$ cat config.mk
export PLATFORM = sky130hd
export DESIGN_NAME = elevator
export DESIGN_NICKNAME = d
export VERILOG_FILES = /design/src/rtl/elevator.sv
export SDC_FILE = /design/constraint.sdc
export NUM_CORES = 1
export LEC_CHECK = 0
export ABC_AREA = 0
export CORE_MARGIN = 5
export CORE_UTILIZATION = 54
export DETAILED_ROUTE_END_ITERATION = 8
export HOLD_SLACK_MARGIN = 0.02
export PLACE_DENSITY = 0.77
export SLEW_MARGIN = 30
export SYNTH_ARGS = -nofsm -noshare
export SYNTH_HDL_FRONTEND = slang
export SYNTH_SLANG_ARGS = --single-unit
$ cat constraint.sdc
create_clock -name clk -period 1.69 [get_ports clk]
set_clock_uncertainty 0.2 [all_clocks]
set_input_delay 0.169 -clock clk [delete_from_list [all_inputs] [get_ports clk]]
set_output_delay 0.169 -clock clk [all_outputs]
set_load 0.01 [all_outputs]
$ cat src/rtl/elevator.sv
// Single-car elevator motion/door controller: Moore FSM with registered status output.
// Requests arriving while the door is open are held and serviced once it closes.
module elevator #(
  parameter int DOOR_CYCLES = 2
) (
  input  logic       clk,
  input  logic       rst_n,
  input  logic       floor_status,
  input  logic [1:0] motion_status,
  output logic [2:0] out
);

  localparam int TW = $clog2(DOOR_CYCLES) + 1;
  localparam logic [TW-1:0] TIMER_LOAD = TW'(DOOR_CYCLES - 1);

  localparam logic [1:0] REQ_NONE = 2'b00;
  localparam logic [1:0] REQ_UP   = 2'b01;
  localparam logic [1:0] REQ_DOWN = 2'b10;
  localparam logic [1:0] REQ_STOP = 2'b11;

  typedef enum logic [2:0] {
    S_IDLE  = 3'b000,
    S_UP    = 3'b001,
    S_DOWN  = 3'b010,
    S_DOOR  = 3'b100,
    S_ESTOP = 3'b111
  } state_e;

  state_e        state_q, state_d;
  logic [1:0]    pending_q, pending_d;
  logic [TW-1:0] timer_q, timer_d;
  logic [2:0]    out_q, out_d;

  always_comb begin
    state_d   = state_q;
    pending_d = pending_q;
    timer_d   = timer_q;

    case (state_q)
      S_IDLE: begin
        if (motion_status == REQ_STOP) begin
          state_d = S_ESTOP;
        end else if (motion_status == REQ_UP) begin
          state_d = S_UP;
        end else if (motion_status == REQ_DOWN) begin
          state_d = S_DOWN;
        end else if (pending_q == REQ_UP) begin
          state_d   = S_UP;
          pending_d = REQ_NONE;
        end else if (pending_q == REQ_DOWN) begin
          state_d   = S_DOWN;
          pending_d = REQ_NONE;
        end
      end

      S_UP, S_DOWN: begin
        // Emergency stop outranks arrival; direction changes are dropped while moving.
        if (motion_status == REQ_STOP) begin
          state_d = S_ESTOP;
        end else if (floor_status) begin
          state_d = S_DOOR;
          timer_d = TIMER_LOAD;
        end
      end

      S_DOOR: begin
        if (motion_status == REQ_STOP) begin
          state_d   = S_ESTOP;
          pending_d = REQ_NONE;
          timer_d   = '0;
        end else begin
          if (motion_status == REQ_UP || motion_status == REQ_DOWN) begin
            pending_d = motion_status;
          end
          if (timer_q == '0) begin
            state_d = S_IDLE;
          end else begin
            timer_d = timer_q - TW'(1);
          end
        end
      end

      S_ESTOP: begin
        pending_d = REQ_NONE;
        timer_d   = '0;
        if (motion_status == REQ_NONE) begin
          state_d = S_IDLE;
        end
      end

      default: begin
        state_d   = S_IDLE;
        pending_d = REQ_NONE;
        timer_d   = '0;
      end
    endcase
  end

  // Output is decoded from the next state so it lands on the same edge as the state.
  always_comb begin
    out_d = 3'b000;
    case (state_d)
      S_IDLE:  out_d = 3'b000;
      S_UP:    out_d = 3'b001;
      S_DOWN:  out_d = 3'b010;
      S_DOOR:  out_d = 3'b100;
      S_ESTOP: out_d = 3'b111;
      default: out_d = 3'b000;
    endcase
  end

  always_ff @(posedge clk or negedge rst_n) begin
    if (!rst_n) begin
      state_q   <= S_IDLE;
      pending_q <= REQ_NONE;
      timer_q   <= '0;
      out_q     <= 3'b000;
    end else begin
      state_q   <= state_d;
      pending_q <= pending_d;
      timer_q   <= timer_d;
      out_q     <= out_d;
    end
  end

  assign out = out_q;

endmodule

Yosys cells after proc, flatten, opt, wreduce, memory -nomap -nowiden
Index checks and enable logic that the tools add are counted.

storage, ports and cells
  flip-flop bits (word level) = 10
  input port bits = 5
  output and inout bits = 3
  word-level logic and storage cells = 60

cells by class
  add/subtract/negate cells = 1
  eq/ne operators = 21
  bitwise logic cells = 2
  reductions and logical operators = 7
  muxes and demuxes = 25

operators with widths
  cell                 number
  $mux 3               10
  $pmux 3 s4           2
  $mux 2               11
  $eq 3x3->1 const B   4
  $pmux 2 s3           2
  $ne 2x2->1 const B   5
  $ne 3x3->1 const B   3
  $eq 2x2->1 const B   3
  $eq 3x1->1 const B   2
  $eq 3x2->1 const B   2
  $reduce_and 6->1     1
  $eq 2x1->1 const B   2
  $logic_not 2->1      2
  $reduce_and 4->1     1
  $logic_not 3->1      1
  $not 1->1            2
  $reduce_or 2->1      1
  $sub 2x1->2 const B  1
  $logic_or 1x1->1     1

Logic depth before layout (Yosys ltp)
  depth in word-level cells = 9
  depth in mapped cells = 6
  depth with buffers taken out = 6

Worst setup path after synthesis
Ideal clock, no wire load.

  kind = register -> register
  start point = register timer_q[0]
  end point = register timer_q[0]
  arrival time = 1.159 ns
  path slack = 0.196 ns
  required time = 1.355 ns
  path buffers = 0
  setup time = 0.135 ns
  stages on the path, launching flop included = 7
  period minus slack after synthesis = 1.494 ns
  path through = dfrtp_1 inv_1 ha_1 a21bo_1 and3_1 o21ai_1 o311ai_1

on the way
  cells in the longest elaborated chain, start to end = 4
  elaborated cells on any way between the ends = 7
  classes of those cells = 1 x add/sub; 1 x eq/ne; 3 x mux; 2 x reduce/logical

RTL lines
  item                    line  text
  from (decl)             31    logic [TW-1:0] timer_q, timer_d;
  from (signal assigned)  121   timer_q <= timer_d;
  $sub 2x1->2             78    timer_d = timer_q - TW'(1);
  $mux 2                  75    if (timer_q == '0) begin
  $mux 2                  67    if (motion_status == REQ_STOP) begin
  $pmux 2 s3              39    case (state_q)

Several ways; a longest one is shown, not always the timed one. The select of a mux whose other input is x is not followed.
A chain may end at the register's enable or synchronous reset.

Final worst setup path
Ends and elaborated chain as after synthesis.

==> impl_metrics.tcl <==
set metrics [dict create \
    status "completed" \
    leakage_nw 0.416 \
    synth_edf_count 0 \
    ys_types 37 \
    setup_viol 0 \
    maxCapViolCount 0 \
    rsz0062_at_grt "no" \
    die_h_um 47.7 \
    hold_violations 0 \
    die-width_um 47.7 \
    wire_per_inst_um 14.0 \
    fin_nets 106 \
    clock_sinks 10 \
    grt_antenna_before_repair 0 \
    tightest_slew_ns 0.449 \
    coreArea_um2 1320 \
    synthToLayoutAreaGrowth_pct 21.2 \
    cp_max_fo 3 \
    place_area_um2 866 \
    fmax_ghz 0.630 \
    grt_pass1_wl_mm 2.61 \
    p_per_area_nw_per_um2 1780 \
    grt_use_met1_pct 21.8 \
    drive_gt1_share_pct 29.9 \
    fillers 102 \
    synthCells 80 \
    worstSetupPathType "reg -> reg" \
    clk_pin_slew_ns 0.07 \
    max-slew-margin-rel_pct 70.0 \
    max-vdd-ir-drop_v 0.00107 \
    grt_max_degree 15 \
    boundaryPins 8 \
    async_flop_share_pct 100 \
    grtUsageMet3_pct 7.14 \
    final_cell_mix "buf_4 (14), dfrtp_1 (8), clkdlybuf4s50_1 (7)" \
    met2_usage_pct 23.8 \
    synth-seq-cells 10 \
    diodes 0 \
    die_area_um2 2270 \
    fin_ws_ns 0.103 \
    drt_iter0_markers 17 \
    insertion_delay_ns 0.27 \
    synthesis.area_um2 766 \
    dr.pass1.iters 6 \
    cts_max_path_buffers 2 \
    multi_input_area_um2 427 \
    gp_routability_congestion 0.758 \
    syn_nets 88 \
    rows 13 \
    detail-route-antenna-nets 0 \
    start_util_pct 58.1 \
    synth_area_leader_cell "dfrtp_1" \
    grt_overflow 0 \
    drc 0 \
    synthTopCellsByArea "dfrtp_1 (33%), buf_6 (5.9%), ha_1 (4.9%)" \
    final_area_um2 928 \
    yosysSeqAreaShare_pct 32.7 \
    fin_cells 112 \
    crit_path_end_kind "flip-flop" \
    cts-root-buf "clkbuf_4" \
    grt_busiest_layer "met2" \
    tns_ns 0 \
    avgSynthCellArea_um2 9.57 \
    cts_buffers 3 \
    htree_levels 1 \
    layout_commonest_cell "buf_4" \
    hpwl_mm 1.15 \
    vias 672 \
    dp_cells 106 \
    synth_ff_type "dfrtp_1" \
    power.total_mw 1.65 \
    cts_tree "built" \
    viasPerCell 6.00 \
    yosysWarnings 0 \
    dp_slack_ns -0.0524 \
    min_path_type "in -> async" \
    grt_usage_pct 16.7 \
    cp.required_ns 1.64 \
    cp-start-kind "flip-flop" \
    seqCellArea_um2 253 \
    period_minus_slack_ns 1.59 \
    synth_top_area_share_pct 32.7 \
    crit_arrival_ns 1.54 \
    finalMaxSlewViolations 0 \
    wl_mm 1.57 \
    period_share_pct 93.9 \
    grt_pass1_vias 592 \
    numPortBuffers 7 \
]
[per-stage QoR]
step | hold WS, ns | util [%]
3_3_place_gp | 0.275 | 65.7
4_1_cts | 0.0248 | 68.5
5_1_grt | 0.0203 | 70.5
2_1_floorplan | -0.327 | -
3_5_place_dp | 0.300 | 65.7
6_report | 0.00755 | 70.5
[cell type report]
cell class	count	share of cell area, %
Clock buffer	4	3.91
Inverter	5	2.02
Multi-Input combinational cell	57	46.0
Sequential cell	10	27.2
Tap cell	15	2.02
Timing Repair Buffer	21	18.9
[registers in the layout (all words and copies together) (netlist names)]
signal,flops
state_q,3
timer_q,2
pending_q,2
out,3
[routing by layer]
layer  up-vias  routed length, µm
li1        335                  -
met1       319                722
met2        16                745
met3         2                 91
met4         0                 11
met5         -                  0
[kinds of logic (layout without fill, tap and decap cells)]
family | after synthesis | after routing | share of synthesized area, %
compound gates | 26 | 26 | 27.6
xor+xnor | 2 | 2 | 2.29
fa+ha+maj | 3 | 3 | 4.90
buf+inv | 13 | 30 | 12.7
flops | 10 | 10 | 32.7
simple gates | 26 | 26 | 19.8
[worst max-delay path, cell delays in order, from the launching register on]
cell      delay [ns]
dfrtp_1         0.40
inv_1           0.07
ha_2            0.19
a21bo_1         0.22
and3_1          0.16
o21ai_1         0.11
o311ai_1        0.10
[power breakdown]
part           switching, mW  internal [mW]  leakage (nW)
Clock                 0.0868          0.131        0.0210
Sequential             0.130          0.351         0.125
Combinational          0.453          0.500         0.270
[repair_timing]
item | CTS | global route
endpoints found under the hold margin | 0 | 0
hold buffers | 0 | 0
resized for setup | 0 | 4
setup buffers | 0 | 2
setup endpoints to repair | 0 | 5
[cell usage after synthesis, types with 3 or more instances]
cell type and number:
dfrtp_1 10, nand2_1 6, nor2_1 6, inv_1 5, a31oi_1 4, buf_6 4, a32o_1 3, ha_1 3
o21ai_0 3
[worst paths after layout]
path                                 start          to  slack (ns)  cells past startpoint
worst max-delay path            timer_q[0]  timer_q[0]        0.10                      6
worst min-delay path                 rst_n  timer_q[0]       0.008                      1
worst max register to register  timer_q[0]  timer_q[0]        0.10                      6
worst min register to register  timer_q[1]  timer_q[1]        0.31                      2
max in group asynchronous            rst_n  state_q[2]        0.95                      1
min in group clk                timer_q[1]  timer_q[1]        0.31                      2
No activity file was read; power rests on OpenSTA's default activity.
